[src/rtl/hazard_scoreboard.sv]
// ID-stage RAW hazard scoreboard: per-register cycles-until-available counters.
// Ports: clock/reset, ID instruction fields in, pc_load/if_id_load/bubble/hazard/stall_count out.
module hazard_scoreboard #(
  parameter int ADDR_W   = 5,
  parameter int CNT_W    = 2,
  parameter int ALU_LAT  = 0,
  parameter int LOAD_LAT = 1,
  parameter int PERF_W   = 16
) (
  input  logic              clock,
  input  logic              reset,
  input  logic              issue_valid,
  input  logic [ADDR_W-1:0] rs1,
  input  logic [ADDR_W-1:0] rs2,
  input  logic              rs1_used,
  input  logic              rs2_used,
  input  logic [ADDR_W-1:0] rd,
  input  logic              rd_write,
  input  logic              is_load,
  input  logic              flush,
  output logic              pc_load,
  output logic              if_id_load,
  output logic              bubble,
  output logic              hazard,
  output logic [PERF_W-1:0] stall_count
);

  localparam int NUM_REGS = 2 ** ADDR_W;
  localparam logic [CNT_W-1:0] ALU_CNT  = CNT_W'(ALU_LAT);
  localparam logic [CNT_W-1:0] LOAD_CNT = CNT_W'(LOAD_LAT);

  // x0 has no storage; its read view is a constant zero.
  logic [NUM_REGS-1:1][CNT_W-1:0] cnt_q;
  logic [CNT_W-1:0]               cnt_rd [NUM_REGS];

  logic hz1;
  logic hz2;
  logic issue;
  logic wr_en;

  always_comb begin
    cnt_rd[0] = '0;
    for (int r = 1; r < NUM_REGS; r++) begin
      cnt_rd[r] = cnt_q[r];
    end
  end

  always_comb begin
    hz1    = rs1_used && (rs1 != '0) && (cnt_rd[rs1] != '0);
    hz2    = rs2_used && (rs2 != '0) && (cnt_rd[rs2] != '0);
    hazard = !reset && issue_valid && (hz1 || hz2);
    issue  = issue_valid && !hazard && !flush && !reset;
    wr_en  = issue && rd_write && (rd != '0);
  end

  // Priority: reset, then flush, then hazard.
  always_comb begin
    pc_load    = 1'b1;
    if_id_load = 1'b1;
    bubble     = 1'b0;
    if (reset) begin
      pc_load    = 1'b0;
      if_id_load = 1'b0;
      bubble     = 1'b1;
    end else if (flush) begin
      bubble     = 1'b1;
    end else if (hazard) begin
      pc_load    = 1'b0;
      if_id_load = 1'b0;
      bubble     = 1'b1;
    end
  end

  always_ff @(posedge clock) begin
    if (reset) begin
      cnt_q       <= '0;
      stall_count <= '0;
    end else begin
      for (int r = 1; r < NUM_REGS; r++) begin
        if (wr_en && (rd == ADDR_W'(r))) begin
          cnt_q[r] <= is_load ? LOAD_CNT : ALU_CNT;
        end else if (cnt_q[r] != '0) begin
          cnt_q[r] <= cnt_q[r] - 1'b1;
        end
      end
      if (hazard && !flush && (stall_count != '1)) begin
        stall_count <= stall_count + 1'b1;
      end
    end
  end

endmodule
[config.mk]
export PLATFORM = sky130hd
export DESIGN_NAME = hazard_scoreboard
export DESIGN_NICKNAME = d
export VERILOG_FILES = /design/src/rtl/hazard_scoreboard.sv
export SDC_FILE = /design/constraint.sdc
export NUM_CORES = 1
export LEC_CHECK = 0
export CORE_ASPECT_RATIO = 0.8
export CORE_MARGIN = 2
export CORE_UTILIZATION = 45
export CTS_BUF_LIST = sky130_fd_sc_hd__clkbuf_16
export CTS_CLUSTER_DIAMETER = 200
export DETAILED_ROUTE_END_ITERATION = 6
export PLACE_DENSITY = 0.62
export SYNTH_ARGS = -nofsm -noshare
export SYNTH_HDL_FRONTEND = slang
export SYNTH_SLANG_ARGS = --single-unit
[constraint.sdc]
create_clock -name clock -period 4.4 [get_ports clock]
set_clock_uncertainty 0.1 [all_clocks]
set_input_delay 0.66 -clock clock [delete_from_list [all_inputs] [get_ports clock]]
set_output_delay 0.66 -clock clock [all_outputs]
set_load 0.01 [all_outputs]
# == After elaboration in Yosys (flattened, before gate mapping) ==
# Cells that the tools add are included.
# totals
register_bits,78
inputBits,23
out_inout_bits,20
word_cells,290
# op_classes
n_addsub,32
order_cmp,2
n_eq_ne,32
n_mux,75
n_bitwise,2
reduce_logical,115
# op_table
operator,count
$mux 2,66
$reduce_bool 2->1,64
$eq 5x5->1 const B,16
$sub 2x1->2 const B,31
$logic_and 1x1->1,44
$eq 5x4->1 const B,8
$bmux 2 s5,2
$eq 5x3->1 const B,4
$add 16x1->16 const B,1
$ne 16x16->1 const B,1
$reduce_bool 5->1,3
$ge 6x6->1 const B,2
$not 5->6,2
$eq 5x2->1 const B,2
$mux 1,7
$eq 5x1->1 const B,1
$logic_not 1->1,3
$logic_or 1x1->1,1

# == Longest topological paths before layout ==
# logic_depth
word_depth,16
mapped_depth,11
mapped_depth_nobuf,8

# == Least setup slack after synthesis ==
# Ideal clock, no wire load.
# synth_path
path_kind,input to output
start,input port rs1[0]
end,output port pc_load
arrival_ns,2.575
required_ns,3.640
slack_ns,1.065
path_stages,10
n_path_buf,3
path_cell_list,buf_4 > or3_1 > a2111o_1 > o31ai_1 > a2111oi_2 > a22oi_4 > buf_2 > nor3_1 > nor2_1 > buf_4
# synth_between
elab_chain_len,11
word_cells_on_any_way,13
classes_between,6 x mux; 1 x bitwise; 6 x reduce/logical
# synth_rtl
item,line,source
from (decl),13,"input logic [ADDR_W-1:0] rs1,"
$not 5->6 (not written as such),49,hz1 = rs1_used && (rs1 != '0) && (cnt_rd[rs1] != '0);
$bmux 2 s5,49,
$mux 2 (not written as such) (2 in series),49,
$reduce_bool 2->1,49,
$logic_and 1x1->1 (*),49,
$logic_or 1x1->1 (*),51,hazard = !reset && issue_valid && (hz1 || hz2);
$logic_and 1x1->1 (*),51,
$mux 1 (*) (3 in series),n/a,
to (decl),21,"output logic pc_load,"
# Every way passes the cells marked *; elsewhere a longest branch is shown, timed or not. The select of a mux whose other input is x is not followed.

# == Final worst setup path ==
# layout_path
start,input port rs2[1]
end,output port pc_load
# layout_between
elab_chain_len,11
word_cells_on_any_way,13
classes_between,6 x mux; 1 x bitwise; 6 x reduce/logical
# layout_rtl
item,line,source
from (decl),14,"input logic [ADDR_W-1:0] rs2,"
$not 5->6 (not written as such),50,hz2 = rs2_used && (rs2 != '0) && (cnt_rd[rs2] != '0);
$bmux 2 s5,50,
$mux 2 (not written as such) (2 in series),50,
$reduce_bool 2->1,50,
$logic_and 1x1->1 (*),50,
$logic_or 1x1->1 (*),51,
$logic_and 1x1->1 (*),51,
$mux 1 (*),67,end else if (hazard) begin
$mux 1 (*),65,end else if (flush) begin
$mux 1 (*),61,if (reset) begin
# Marked as above.

==> results.tsv <==
metric	value	unit
ys_ff_latch	78	
dr_wl_met2	5.896	mm
worstSetupStartpointType	primary input	
power.share.sequential	34.0	%
synthFlopType	dfxtp_1	
finalHoldViolations	0	
async_reset_ff_share	0	%
path_clk_slew	0.06	ns
finalSetupViolCount	0	
grt_max_degree	65	
syn_area	5036	um2
power.internal	1.979	mW
synth_top_family_by_area	simple AND/OR/NAND/NOR gates	
synthCells	650	
ir_worst_vdd	347.7	uV
tritoncts	yes	
seq_area_frac_synth	31.01	%
drt-initial-drc-count	407	
maxSlewViolCount	0	
power_frac_comb	43.0	%
fmaxAchievable	237.5	MHz
min_period	4.211	ns
core_area	10890	um2
synth_nets	705	
rsz0062_at_grt	no	
place_congestion	0.8987	
layout-drive-gt1-share	7.112	%
first_global_vias	4392	
critPathKind	in2out	
cts_hold_buffers	0	
crit_arrival	3.45	ns
rows	34	
maxCapViolations	0	
ios	43	
synth-simple-area-share	23.93	%
p_per_area	544.5	nW/um2
wl_met1	6.724	mm
cts_max_level	3	
antenna_left	0	
path_delay_family	buffers and inverters	
timing.hold.ws	0.4243	ns
ys_types	53	
n_antenna_cell	0	
final_core_util	54.07	%
crit_fanout	14	
synth_xor_area_share	7.652	%
synth_area_per_cell	7.748	um2
post-place-ws	0.1936	ns
status	complete, no violations	
setup_ws	0.1893	ns
placed_cell_area	5595	um2
synth_compound_area_share	16.72	%
io_buffers	42	
hpwl	10.38	mm
grt-ovfl-total	0	
clkLatencyLatePin	0.34	ns
initial_core_util	46.24	%
cts_root_buf	clkbuf_16	
cp_slowest_stage_delay	0.59	ns
syn_to_final_growth	16.92	%
route.met3.wl	1.021	mm
synthTopCellsByCount	nor2_1 (90), dfxtp_1 (78), inv_1 (72), a21oi_1 (52), nor3_1 (34)	
vias	4742	
yosysMostFrequentCell	nor2_1	
track_usage	24.01	%
dieArea	12060	um2
grt_pass1_wl	22.47	mm
p_sw	1.227	mW
antenna_found_initial	0	
drc	0	
synth_edf_count	0	
fin_tns_setup	0	ns
avgViaCountPerCell	5.693	
required	3.64	ns
nets	739	
dieHeight	98.62	um
cts.sinks	78	
wirelength	13.90	mm
p_clk_share	23.0	%
critPathBufInv	3	
synth_top_area_share	31.01	%
relSlewSlack	37.25	%
worstMarginPinSlew	0.9393	ns
cellLeakagePower	2.119	nW
post_cts_buffers	0	
hold_path.class	reg2reg	
final_area	5888	um2
cts_buffers	9	
cp_cell_sequence	clkdlybuf4s50_1 > buf_4 > nor3_1 > a31oi_1 > a2111oi_0 > nor4_2 > a22oi_4 > nor3_1 > nor2_1 > clkdlybuf4s50_1	
wl_per_cell	16.68	um
power.share.switching	38.28	%
cts.path.max_buffers	2	
synthTopCellsByArea	dfxtp_1 (31%), ha_1 (8.0%), nor2_1 (6.7%)	
period_share	95.70	%
yosys.area.top_type	dfxtp_1	
yosys.area_share.adder	7.950	%
crit_slowest_cell	clkdlybuf4s50_1	
dr.max_layer_used	met4	
first_pass_iters	5	
yosysWarnings	0	
synth.area.mux_share	4.472	%
die_x	122.3	um
cts_resized	0	
endpoint_kind	output port	
[per-layer routing]
metal,vias to the layer above,global-route usage [%]
met5,-,0
met4,0,7.250
li1,2338,-
met1,2232,34.69
met3,20,5.671
met2,152,35.34
[per-stage QoR]
step           std cells  total power [mW]
2_1_floorplan        650             2.129
3_3_place_gp         817             2.394
3_5_place_dp         817             2.467
4_1_cts              833             3.214
5_1_grt              833             3.476
6_report             833             3.206
[kinds of logic (layout without fill, tap and decap cells)]
kind of cell,Yosys count,count (layout)
AND/OR/NAND/NOR,244,244
buffers and inverters,104,143
XOR/XNOR,44,44
flip-flops,78,78
multiplexers,15,15
AO/OA/AOI/OAI,133,133
adder cells (fa/ha/maj),32,32
[flip-flops by register name (all words and copies together) (netlist names)]
| signal | cells |
|---|---|
| cnt_q | 62 |
| stall_count | 16 |
[worst register-to-register path, delay by kind of cell (launching register included)]
family	cells	cell delay, ns
buffers and inverters	1	0.30
AO/OA/AOI/OAI	5	1.21
flip-flops	1	0.32
AND/OR/NAND/NOR	3	1.13
[area by class of cell]
class / instances / area [um2]
Clock buffer: 9 / 225.2
Clock inverter: 7 / 67.56
Fill cell: 1060 / 5002
Inverter: 72 / 270.3
Multi-Input combinational cell: 468 / 3058
Sequential cell: 78 / 1562
Tap cell: 144 / 180.2
Timing Repair Buffer: 55 / 525.5
[power groups by stage]
stage | logic, mW | registers (mW) | clock network (mW)
after floorplan | 1.08 | 1.05 | 0
after global placement | 1.29 | 1.10 | 0
after detailed placement | 1.36 | 1.10 | 0
after CTS | 1.38 | 1.09 | 0.751
after global routing | 1.57 | 1.12 | 0.782
final | 1.38 | 1.09 | 0.738
[worst paths after layout]
path | from | end | slack (ns) | depth (start not counted)
max | rs2[1] | pc_load | 0.19 | 10
min reg2reg | stall_count[1] | stall_count[1] | 0.42 | 2
max reg2reg | cnt_q[21] | cnt_q[49] | 1.19 | 9
min | stall_count[1] | stall_count[1] | 0.42 | 2
[layout by cell type (no fill, tap or decap), drive strengths merged, types with 9 or more instances in the layout]
cell type and n:
a211oi 24, a21oi 52, buf 14, clkbuf 9, clkdlybuf4s50 41, dfxtp 78, ha 32, inv 74
mux2 10, nand2 26, nand3 19, nand4 14, nor2 90, nor3 34, nor4 16, o21ai 29
xnor2 32, xor2 12
Power figures use the tool's default switching activity.
